$ cat src/rtl/display_fb_arbiter.sv
// display_fb_arbiter
// Shares the single-port display frame buffer between raster-order scan-out
// prefetch and host pixel writes. Prefetched pixels are buffered in a small
// FIFO and handed to the display one per pixel_req. Host writes get every
// RAM cycle the prefetch does not urgently need.
//
// Ports:
//   clk, reset_n      system clock, synchronous active-low reset
//   frame_start       one-cycle pulse: restart fetch at address 0, flush FIFO
//   pixel_req         display consumes one pixel this cycle
//   pixel_data/valid  registered pixel, valid one cycle after pixel_req
//   underflow         sticky: pixel_req found the FIFO empty
//   wr_valid/ready    host write handshake (wr_ready is combinational)
//   wr_addr/wr_data   host write address / data
//   mem_en/we/addr/wdata  RAM command (combinational, issued this cycle)
//   mem_rdata         RAM read data, valid one cycle after a read issue
module display_fb_arbiter #(
  parameter int H_ACTIVE   = 640,
  parameter int V_ACTIVE   = 400,
  parameter int ADDR_W     = 18,
  parameter int DATA_W     = 10,
  parameter int FIFO_DEPTH = 16,
  parameter int LOW_WATER  = 8
) (
  input  logic              clk,
  input  logic              reset_n,
  input  logic              frame_start,
  input  logic              pixel_req,
  output logic [DATA_W-1:0] pixel_data,
  output logic              pixel_valid,
  output logic              underflow,
  input  logic              wr_valid,
  output logic              wr_ready,
  input  logic [ADDR_W-1:0] wr_addr,
  input  logic [DATA_W-1:0] wr_data,
  output logic              mem_en,
  output logic              mem_we,
  output logic [ADDR_W-1:0] mem_addr,
  output logic [DATA_W-1:0] mem_wdata,
  input  logic [DATA_W-1:0] mem_rdata
);

  localparam int PW = (FIFO_DEPTH > 1) ? $clog2(FIFO_DEPTH) : 1;
  localparam int CW = $clog2(FIFO_DEPTH + 1);
  localparam logic [CW-1:0]     DEPTH_C   = CW'(FIFO_DEPTH);
  localparam logic [CW-1:0]     LW_C      = CW'(LOW_WATER);
  localparam logic [ADDR_W-1:0] LAST_ADDR = ADDR_W'(H_ACTIVE * V_ACTIVE - 1);

  typedef enum logic [1:0] {IDLE, FETCH, DONE} state_t;

  state_t            state, state_nxt;
  logic [ADDR_W-1:0] fetch_addr;
  logic              rd_inflight;
  logic [PW-1:0]     wr_ptr, rd_ptr;
  logic [CW-1:0]     count, occ;
  logic [DATA_W-1:0] fifo_mem [FIFO_DEPTH];

  logic fetching, urgent, rd_issue, wr_fire, push, pop;

  // occupancy counts the read still in flight so the FIFO never overfills
  assign occ = count + CW'(rd_inflight);

  // ---------------- FSM: state register ----------------
  always_ff @(posedge clk) begin
    if (!reset_n) state <= IDLE;
    else          state <= state_nxt;
  end

  // ---------------- FSM: next state ----------------
  always_comb begin
    state_nxt = state;
    if (frame_start)
      state_nxt = FETCH;
    else if (state == FETCH && rd_issue && fetch_addr == LAST_ADDR)
      state_nxt = DONE;
  end

  // ---------------- FSM: outputs / arbitration ----------------
  // wr_ready only drops for an urgent read. A non-urgent read only takes the
  // slot when no write is offered, so wr_ready never has to look at wr_valid.
  always_comb begin
    fetching  = 1'b0;
    urgent    = 1'b0;
    rd_issue  = 1'b0;
    wr_ready  = 1'b0;
    wr_fire   = 1'b0;
    mem_en    = 1'b0;
    mem_we    = 1'b0;
    mem_addr  = '0;
    mem_wdata = '0;
    if (reset_n) begin
      fetching = (state == FETCH) && !frame_start;
      urgent   = fetching && (occ < LW_C);
      rd_issue = urgent || (fetching && !wr_valid && (occ < DEPTH_C));
      wr_ready = !urgent;
      wr_fire  = wr_valid && wr_ready;
      if (rd_issue) begin
        mem_en   = 1'b1;
        mem_addr = fetch_addr;
      end else if (wr_fire) begin
        mem_en    = 1'b1;
        mem_we    = 1'b1;
        mem_addr  = wr_addr;
        mem_wdata = wr_data;
      end
    end
  end

  // ---------------- fetch address / in-flight tracking ----------------
  always_ff @(posedge clk) begin
    if (!reset_n) begin
      fetch_addr  <= '0;
      rd_inflight <= 1'b0;
    end else begin
      if (frame_start)   fetch_addr <= '0;
      else if (rd_issue) fetch_addr <= fetch_addr + ADDR_W'(1);
      rd_inflight <= rd_issue;
    end
  end

  // read data returning during a frame_start cycle belongs to the old frame
  assign push = rd_inflight && !frame_start;
  assign pop  = pixel_req && (count != '0) && !frame_start;

  // ---------------- prefetch FIFO ----------------
  always_ff @(posedge clk) begin
    if (!reset_n || frame_start) begin
      wr_ptr <= '0;
      rd_ptr <= '0;
      count  <= '0;
    end else begin
      if (push) wr_ptr <= wr_ptr + PW'(1);
      if (pop)  rd_ptr <= rd_ptr + PW'(1);
      case ({push, pop})
        2'b10:   count <= count + CW'(1);
        2'b01:   count <= count - CW'(1);
        default: count <= count;
      endcase
    end
  end

  always_ff @(posedge clk) begin
    if (reset_n && push) fifo_mem[wr_ptr] <= mem_rdata;
  end

  // ---------------- pixel output ----------------
  always_ff @(posedge clk) begin
    if (!reset_n) begin
      pixel_data  <= '0;
      pixel_valid <= 1'b0;
      underflow   <= 1'b0;
    end else if (frame_start) begin
      pixel_valid <= 1'b0;
    end else if (pixel_req) begin
      if (count != '0) begin
        pixel_data  <= fifo_mem[rd_ptr];
        pixel_valid <= 1'b1;
      end else begin
        pixel_data  <= '0;
        pixel_valid <= 1'b0;
        underflow   <= 1'b1;
      end
    end else begin
      pixel_valid <= 1'b0;
    end
  end

endmodule
$ cat config.mk
export PLATFORM = sky130hd
export DESIGN_NAME = display_fb_arbiter
export DESIGN_NICKNAME = d
export VERILOG_FILES = /design/src/rtl/display_fb_arbiter.sv
export SDC_FILE = /design/constraint.sdc
export NUM_CORES = 1
export LEC_CHECK = 0
export CAP_MARGIN = 20
export CORE_ASPECT_RATIO = 1.2
export CORE_UTILIZATION = 40
export DETAILED_ROUTE_END_ITERATION = 10
export PLACE_DENSITY = 0.6
export SLEW_MARGIN = 10
export SYNTH_ARGS = -nofsm -noshare
export SYNTH_HDL_FRONTEND = slang
export SYNTH_SLANG_ARGS = --single-unit
$ cat constraint.sdc
create_clock -name clk -period 3.3 [get_ports clk]
set_clock_uncertainty 0.1 [all_clocks]
set_input_delay 0.33 -clock clk [delete_from_list [all_inputs] [get_ports clk]]
set_output_delay 0.33 -clock clk [all_outputs]
set_load 0.02 [all_outputs]
==> impl_results.md <==
* Status: finished, final reports clean
* Max VDD drop at roughly 0.00044 V
* Clk pwr share at 0.434
* Vias in the first global route at between 5000 and 6000
* GRT Total Usage at 0.168
* CORE AREA at ~22000 sq um
* Area of the mapped netlist at approximately 8900 sq um
* Leakage at 3.48 nW
* Post-route antenna net violation count at 0
* Met2 usage at 0.308
* GR Util met3 at 0.0251
* Fillers at around 1900
* Clock slew at reported path FFs at approximately 0.060 ns
* Via count of the routed design at about 5200
* Initial core utilization at 0.409
* Critical Path RT at approximately 2.9 ns
* Slew HR at 0.380
* Initial DRC count at about 230
* Die Wd at ~140 microns
* Rows at around 60
* Main area contributors after synthesis: edfxtp_1, dfxtp_1, mux4_2
* Num CTS Buffers at 22
* Flop-to-flop setup slack at between 0.7 and 0.8 ns
* Sw Share at 0.202
* Wire length per cell at around 19 microns
* Drt total wl at around 19000 microns
* Dominant cell type by area after synthesis: edfxtp_1
* Crit. End Element: primary output
* CTS H-tree depth at 1
* Synth top area share at 0.541
* Post-Syn Instances at ~570
* Die area at approximately 23000 sq um
* Crit-path cells: and4_4 > mux2_2 > a21oi_2 > buf_6 > and2_1 > clkdlybuf4s50_1
* Antenna violations before repair at 0
* Delay-heaviest family, CP: buffers and inverters
* Post-synth ARST share at 0
* Endpoint, Worst Hold: pixel_data[9]
* Startpoint Class: flip-flop
* Nets at about 740
* Worst Path Buf+Inv at 2
* Pre-antenna DRT Iters at 4
* Yosys warns at 0
* Max Transition Viols Final at 0
* Combinational cell fraction of total power at 0.042
* R2R depth at 9
* Post-route setup TNS at 0 ns
* HP Class: flip-flop to flip-flop
* # hold bufs at CTS at 0
* Via-to-Cell Ratio at about 5.4
* First-pass GRT wire length at slightly below 30000 microns
* Critical path peak fanout at 30
* Largest net degree at the start of global routing at just over 40
* DRC violations left at 0
* Gr ovfl total at 0
* PortBufs at 85
* Mapped Nets at 622
* Max Clock Freq at about 0.32 GHz
* CTS tree: built
* Cell variety after synth at 47
* CP max stage delay at a little over 0.6 ns
* Worst Hold Depth at 2
* IO Count at 86
* Minimum clock period at around 3.2 ns
* Number of max-cap violations at 0
* Post-synth EDFFs at 160
* Share of layout cells above drive strength 1 at 0.201
* Met1 Track Usage GR at 0.205
* Worst slew pin tran at 0.928 ns
* Final worst-path cycle share at 0.957
* P&R area growth vs syn at 22.8%
* Clock Root Buffer: clkbuf_16
* Cell count after placement at about 940
* # setup viols final at 0
* Clk Latency, worst-skew pair at 0.50 ns
* Sw power at around 1.1 mW
* Clock buffer depth at 3
* Fin. Hold Viols at 0
* Ys flop type: edfxtp_1
* Slowest cell on the critical path: clkdlybuf4s50_1
* Synth Register Bits at 210
* Avg Inst Size Synth at between 15 and 20 sq um
* Num Clock Sinks at 210
* Hold path start: pixel_data[9]
* Dpl hpwl at between 10000 and 15000 microns
* Worst setup path class: flip-flop to primary output
* Arr. time, crit path at about 2.7 ns
* Routability cong. at 0.780
* Non-filler cells, final at just under 1000
* Seq/Total Area, Yosys at 0.653
* Antenna Diode Count at 0
* R2r endpoint: count[4]
* Die Ht at 165 microns
* Cell Int Power at approximately 4.3 mW
* GRT Max-Usage Layer: met2
* Worst flop-to-flop path startpoint: count[0]
* P per Cell Area at about 500 nW/um^2
* Reg power frac at 0.524
==> layout make-up <==
cell class / count / area [sq um] / area share
sequential: 210 / 5810 / 0.533
inverter: 7 / 26.3 / 0.00241
clock buffer: 30 / 612 / 0.0561
clock inverter: 10 / 82.6 / 0.00757
timing repair buffer: 121 / 1140 / 0.104
tap: 274 / 343 / 0.0314
multi-input combinational: 323 / 2900 / 0.266
==> tightest hold or removal path, delay by kind of cell (launching register included) <==
family / cells / cell delay [ns]
AO/OA/AOI/OAI: 1 / 0.06
AND/OR/NAND/NOR: 1 / 0.05
flip-flops: 1 / 0.32
==> how the worst max path moves through the flow <==
stage          slack (ns)  cells past startpoint      endpoint        start
5_1_grt            -0.003                      6  mem_wdata[5]     count[0]
4_1_cts             0.002                      6  mem_wdata[4]     count[1]
3_5_place_dp         0.37                      6   mem_addr[4]  frame_start
6_report             0.14                      6  mem_wdata[4]     count[0]
2_1_floorplan        0.77                     10      count[4]     count[1]
3_3_place_gp         0.41                      6   mem_addr[8]  frame_start
==> sequential cells by signal (all words and copies together) (netlist names), named ones only <==
register     cells
count            5
fetch_addr      18
underflow        1
rd_inflight      1
state            2
wr_ptr           4
fifo_mem       160
rd_ptr           4
pixel_data      10
pixel_valid      1
==> timing repair <==
item | CTS | global route
endpoints found under the setup margin | 9 | 29
pin swaps | 0 | 0
resized for setup | 1 | 3
setup buffers | 0 | 0
==> layer usage <==
layer / vias to the layer above / part of all wire
met5: - / 0
met4: 0 / 0.018
met3: 22 / 0.045
met2: 133 / 0.52
met1: 2622 / 0.41
li1: 2457 / -
==> stage by stage <==
| stage | hold slack [ns] | area [sq um] | utilization | power (mW) | setup WS (ns) |
|---|---|---|---|---|---|
| global route | 0.382 | 10900 | 0.503 | 5.60 | -0.00260 |
| detailed placement | 0.349 | 10200 | 0.470 | 3.13 | 0.371 |
| CTS | 0.368 | 10900 | 0.502 | 5.49 | 0.00152 |
| global placement | 0.355 | 10200 | 0.470 | 3.13 | 0.408 |
| finish | 0.365 | 10900 | 0.503 | 5.43 | 0.140 |
| floorplan | 0.329 | 8890 | - | 3.00 | 0.770 |
==> placed cells by master, fill, tap and decap left out, drive strengths merged, types with 2 or more instances in the layout <==
cell and n:
and3 2, xor2 4, clkdlybuf4s50 84, clkbuf 30, mux4 40, a2111oi 8
o221ai 11, and4 4, nand4 6, xnor2 4, edfxtp 160, buf 36
nor3b 3, o21a 2, nand2 51, a211o 3, dfxtp 50, a211oi 8
o21ai 2, nor2 35, clkinv 6, and2 15, inv 8, a21oi 11
or2 16, clkinvlp 2, a22o 17, ha 8, nand3 10, nor3 2
nor2b 2, nand3b 3, mux2i 43, nand2b 3, or3 2
==> kinds of logic after synthesis <==
| family | synth area share |
|---|---|
| compound gates | 0.0656 |
| simple gates | 0.0893 |
| flops | 0.653 |
| xor+xnor | 0.00788 |
| buf+inv | 0.0215 |
| mux | 0.151 |
| fa+ha+maj | 0.0113 |
==> synthesized netlist by cell type (all sizes together) (3+ instances only) <==
cell type	instances
mux2i	43
a2111oi	8
inv	7
o221ai	11
xnor2	4
nand2b	3
ha	8
nand4	6
nor3b	3
and4	4
clkbuf	15
xor2	4
nand3	10
dfxtp	50
edfxtp	160
buf	16
or2	16
and2	15
a211oi	8
a21oi	11
nand3b	3
a22o	17
nor2	35
nand2	51
mux4	40
a211o	3
==> power groups by stage <==
stage / sequential (mW) / combinational [mW] / clock, mW
4_1_cts: 2.85 / 0.228 / 2.42
3_3_place_gp: 2.91 / 0.221 / 0
5_1_grt: 2.85 / 0.244 / 2.51
6_report: 2.85 / 0.226 / 2.36
3_5_place_dp: 2.91 / 0.227 / 0
2_1_floorplan: 2.91 / 0.0951 / 0
No activity file was read; power rests on OpenSTA's default activity.
==> edit 1, RTL diff (config.mk and constraints unchanged) <==
Set the parameter `ADDR_W` to 36 (it was 18).
--- a/src/rtl/display_fb_arbiter.sv
+++ b/src/rtl/display_fb_arbiter.sv
@@ -19,3 +19,3 @@
   parameter int V_ACTIVE   = 400,
-  parameter int ADDR_W     = 18,
+  parameter int ADDR_W     = 36,
   parameter int DATA_W     = 10,
Interface: changed (resized mem_addr and wr_addr); port bits go from 86 to 122. The function was not compared with the original's and may differ.
==> edit 1 against the original RTL <==
Via count increased by 22%; critical path type unchanged; setup slack got worse by 0.0073 ns; utilization increased by 1.3 points; sequential cell count increased by 18; cell area increased by 13%; synthesized area increased by 9.7%; total power increased by 12%; routed wire length increased by 16%; sequential share of layout area decreased by 3.2 points.
==> edit 1: results (changes against the original RTL) <==
Setup path
  – Worst-path fanout max: 36 (was 30)
  – CP arrival: 2.74 ns (was 2.73 ns)

Logic synthesis
  – Sequential area share after synthesis: 63.2% (was 65.3%)
  – Post-synth top cells: edfxtp_1, dfxtp_1, nor2_1, a22o_1, mux4_2 (was edfxtp_1, nand2_1, dfxtp_1, mux2i_1, mux4_2)
  – EDFF count, synth: 160 (unchanged)
  – Net Count, Synth: 760 (was 622)
  – Avg Synthesized Cell Area: 14.1 µm² (was 15.6 µm²)
  – Yosys warns: 0 (unchanged)
  – Library cells used by synthesis: 53 (was 47)
  – Ranking of synthesized cells by area: edfxtp_1, dfxtp_1, mux4_2 (unchanged)

Clocking
  – TritonCTS Buffers: 24 (was 22)

GRT
  – First-pass GRT wire length: 34.8 mm (was 29.7 mm)
  – Pin count of the biggest net entering global routing: 39 (was 41)
  – Number of global-route vias before repair: 6544 (was 5341)
  – GRT Util Overall: 18.1% (was 16.8%)

Placement
  – HPWL after DPL: 15.1 mm (was 12.6 mm)
  – Placed cell count: 1132 (was 935)
  – Routability congestion estimate: 0.781 (was 0.780)
  – Port-buffer cells: 121 (was 85)

Power and ir drop
  – Pleak: 4.16 nW (was 3.48 nW)
  – Max VDD drop: 0.323 mV (was 0.442 mV)

Routing
  – DR vias: 6377 (was 5234)
  – Initial DRC Count: 411 (was 226)
  – Drt total wl: 21.9 mm (was 18.8 mm)
  – DR WL/cell: 18.7 µm (was 19.3 µm)
  – DR pass1 iterations: 5 (was 4)

Finish
  – Top Registers: fifo_mem: 160 flops, fetch_addr: 36 flops, pixel_data: 10 flops (was fifo_mem: 160 flops, fetch_addr: 18 flops, pixel_data: 10 flops)
  – Nets: 907 (was 736)
  – Layout cells sized above 1: 15.7% (was 20.1%)
  – Fill count: 2089 (was 1854)

STA
  – Tightest Pin Transition: 0.946 ns (was 0.928 ns)

Status
  – Status: finished, final reports clean (unchanged)
## edit 1: cell types whose count changed in the layout (fill, tap and decap cells not counted), sizes merged, moves of 16 or more
cell	change
dlygate4sd2	+37
a22o	+28
mux2i	-28
nand2	-28
a21oi	+24
dfxtp	+18
o21ai	+16
## edit 1: path summary, 6_finish.rpt
kind	slack [ns]	to	startpoint	cells past startpoint
hold / removal	0.38	underflow	underflow	1
hold reg to reg	0.38	underflow	underflow	1
setup / recovery	0.13	mem_addr[8]	count[2]	7
setup reg to reg	0.68	count[4]	count[0]	10
## edit 1: through the flow
step,instance area [µm²],setup slack (ns)
final,12300,0.133
after global routing,12300,0.0113
after CTS,12300,0.0121
after detailed placement,11500,0.141
after global placement,11500,0.240
after floorplan,9750,0.668
## edit 1: kinds of logic after synthesis
family / Yosys count / share of synthesized area, %
buf+inv: 51 / 2.19
flops: 228 / 63.2
fa+ha+maj: 8 / 1.03
simple gates: 185 / 10.2
xor+xnor: 23 / 2.07
mux: 56 / 10.9
compound gates: 140 / 10.4
## edit 1: what timing repair did
item	4_1_cts	5_1_grt
endpoints found under the setup margin	48	1
gates resized for setup	41	1
hold buffers	0	0
pin swaps	0	0
buffers inserted	0	0
## edit 1: metal layers
layer	wire (µm)	share of wire (%)	track usage, %	vias up
met5	0	0	0	-
li1	-	-	-	2995
met3	1090	5.0	2.91	31
met4	384	1.8	4.39	0
met2	11400	52	32.5	192
met1	9060	41	22.2	3159
## edit 1: where the power goes
part           leakage, nW  internal, mW  switching [mW]  total [mW]
Clock                0.393          1.68            1.04        2.72
Combinational         1.78         0.134           0.137       0.272
Sequential            1.99          3.06         0.00348        3.06
## edit 1: critical path: stages (launching register included)
cell	delay, ns
dfxtp_2	0.40
and4_4	0.27
mux2_2	0.39
o21a_1	0.25
and2_1	0.21
buf_12	0.17
a22o_1	0.20
dlygate4sd2_1	0.32
## edit 1: cell type report
| type | count | area (µm²) | share of cell area [%] |
|---|---|---|---|
| Multi-Input combinational cell | 412 | 3380 | 27.4 |
| Clock inverter | 13 | 146 | 1.19 |
| Timing Repair Buffer | 164 | 1530 | 12.4 |
| Sequential cell | 228 | 6170 | 50.0 |
| Tap cell | 320 | 400 | 3.25 |
| Clock buffer | 30 | 674 | 5.47 |
| Inverter | 8 | 30.0 | 0.244 |
==> edit 2, RTL diff (same flow settings) <==
Without the edit above. Re-encode `state_t` (3 states) as one-hot, 3 bits wide.
--- a/src/rtl/display_fb_arbiter.sv
+++ b/src/rtl/display_fb_arbiter.sv
@@ -48,3 +48,3 @@
 
-  typedef enum logic [1:0] {IDLE, FETCH, DONE} state_t;
+  typedef enum logic [2:0] {IDLE = 3'b001, FETCH = 3'b010, DONE = 3'b100} state_t;
 
Formal check against the unedited RTL: same outputs for any inputs over 4 cycles, from zero or initial values and one cycle with reset_n low; so few cycles prove little.
==> edit 2 against the original RTL <==
Total power is 0.61% lower; synthesized area fell by 3.1%; synthesized cell count fell by 5.4%; routed wire length down 1.3%; setup slack improved by 0.0013 ns; cell area down 2.7%; sequential cell count grew 1; largest power group unchanged.
==> edit 2: results (changes against the original RTL) <==
Status
  – Status: finished, final reports clean (unchanged)

Routing
  – DR WL/cell: 19.8 µm (was 19.3 µm)
  – Max layer used: met4 (unchanged)
  – Met3 WL: 798 µm (was 847 µm)
  – WL met1: 7.64 mm (was 7.80 mm)
  – DR pass1 iterations: 5 (was 4)
  – Met2 WL: 9.81 mm (was 9.85 mm)
  – DR vias: 5095 (was 5234)
  – Initial DRC Count: 269 (was 226)

Clocking
  – Clk Latency, worst-skew pair: 0.49 ns
  – CTS max path bufs: 3 (unchanged)
  – # Post-CTS Setup Buffers: 0 (unchanged)
  – Clock-pin slew on the worst setup and hold paths: 0.06 ns (about the same)
  – Clk root buf: clkbuf_16 (unchanged)
  – H-tree lvl count: 1 (unchanged)
  – TritonCTS Buffers: 21 (was 22)

Placement
  – Routability congestion estimate: 0.755 (was 0.780)
  – HPWL after DPL: 12.4 mm (was 12.6 mm)
  – Port-buffer cells: 85 (unchanged)
  – Pre-CTS WS: 0.293 ns (was 0.371 ns)

Power and ir drop
  – Pleak: 3.61 nW (was 3.48 nW)
  – Pint: 4.34 mW (about the same)
  – Max VDD drop: 0.310 mV (was 0.442 mV)

Hold path
  – Tightest Hold Check Type: reg2reg (unchanged)

Finish
  – Top Registers: fifo_mem: 160 flops, fetch_addr: 18 flops, pixel_data: 10 flops (unchanged)
  – Most flops, register: fifo_mem (unchanged)
  – Layout cells sized above 1: 18.5% (was 20.1%)
  – # diodes: 0 (unchanged)
  – Nets: 706 (was 736)

GRT
  – GRT Util Overall: 17.7% (was 16.8%)
  – First-pass GRT wire length: 29.7 mm (about the same)
  – Initial antenna violation count: 0 (unchanged)
  – Pin count of the biggest net entering global routing: 41 (unchanged)
  – Number of global-route vias before repair: 5372 (was 5341)

Logic synthesis
  – Ranking of synthesized cells by area: edfxtp_1, dfxtp_1, mux4_2 (unchanged)
  – Sequential area share after synthesis: 67.7% (was 65.3%)
  – Library cells used by synthesis: 48 (was 47)
  – Predominant post-synthesis flop cell: edfxtp_1 (unchanged)
  – EDFF count, synth: 160 (unchanged)
  – Ys async rst share: 0% (unchanged)
  – Post-synth top cells: edfxtp_1, dfxtp_1, nor2_1, mux4_2, a22o_1 (was edfxtp_1, nand2_1, dfxtp_1, mux2i_1, mux4_2)
  – Yosys warns: 0 (unchanged)
  – Net Count, Synth: 591 (was 622)

Setup path
  – CP arrival: 2.73 ns (about the same)
  – Worst-path fanout max: 11 (was 30)

STA
  – Max transition margin: 50.6% (was 38.0%)
## edit 2: cell count changes after synthesis, moves of 7 or more
cell | unedited run | this run
a22oi_1 | 0 | 12
a2111oi_2 | 8 | 0
o31ai_1 | 0 | 7
mux2i_1 | 43 | 14
and3_1 | 2 | 14
mux2_2 | 1 | 10
and2_1 | 15 | 5
o221ai_1 | 11 | 0
o21ai_1 | 0 | 12
nor2_1 | 35 | 49
xor2_1 | 4 | 14
or2_2 | 16 | 2
a211oi_1 | 7 | 0
nand2_1 | 51 | 14
## edit 2: cell type report
class	count	area [µm²]
Timing Repair Buffer	118	1110
Sequential cell	211	5830
Inverter	8	30.0
Multi-Input combinational cell	295	2640
Clock inverter	14	143
Fill cell	1797	10400
Clock buffer	23	533
Tap cell	270	338
## edit 2: layer usage
| metal | track usage (%) | vias up |
|---|---|---|
| li1 | - | 2355 |
| met1 | 21.6 | 2561 |
| met2 | 32.3 | 151 |
| met3 | 2.49 | 28 |
| met4 | 4.85 | 0 |
| met5 | 0 | - |
## edit 2: final timing paths
| kind | cells after the start | from | slack, ns | end |
|---|---|---|---|---|
| worst min register to register | 1 | underflow | 0.38 | underflow |
| worst min-delay path | 1 | underflow | 0.38 | underflow |
| worst max-delay path | 6 | count[0] | 0.14 | mem_wdata[3] |
| worst max register to register | 9 | count[0] | 0.84 | count[2] |
## edit 2: through the flow
step	cells	total power [mW]	util, %	hold WS (ns)	cell area, µm²
after global routing	939	5.56	50.5	0.418	10600
after floorplan	540	2.98	-	0.329	8610
final	939	5.40	50.5	0.380	10600
after global placement	902	3.11	47.2	0.366	9940
after detailed placement	902	3.11	47.2	0.362	9940
after CTS	939	5.45	50.4	0.389	10600
## edit 2: kinds of logic after synthesis
kind of cell	Yosys count	share of synthesized area [%]
buf+inv	34	1.73
flops	211	67.7
simple gates	119	6.96
mux	65	13.6
xor+xnor	19	1.93
compound gates	84	6.99
fa+ha+maj	8	1.16
## edit 2: power groups by stage
stage	sequential, mW	combinational, mW	clock (mW)
detailed placement	2.91	0.200	0
finish	2.86	0.191	2.35
CTS	2.86	0.194	2.40
global route	2.86	0.207	2.49
global placement	2.91	0.195	0
floorplan	2.92	0.0664	0
## edit 2: critical path: stages (launching register included)
cell             delay (ns)
dfxtp_1                0.42
and4_4                 0.28
mux2_4                 0.38
a21oi_1                0.21
buf_4                  0.18
and3_1                 0.16
clkdlybuf4s50_1        0.61
## edit 2: repair_timing
| item | 4_1_cts | 5_1_grt |
|---|---|---|
| setup endpoints to repair | 20 | 6 |
| gates resized for setup | 23 | 6 |
| hold endpoints to repair | 0 | 0 |
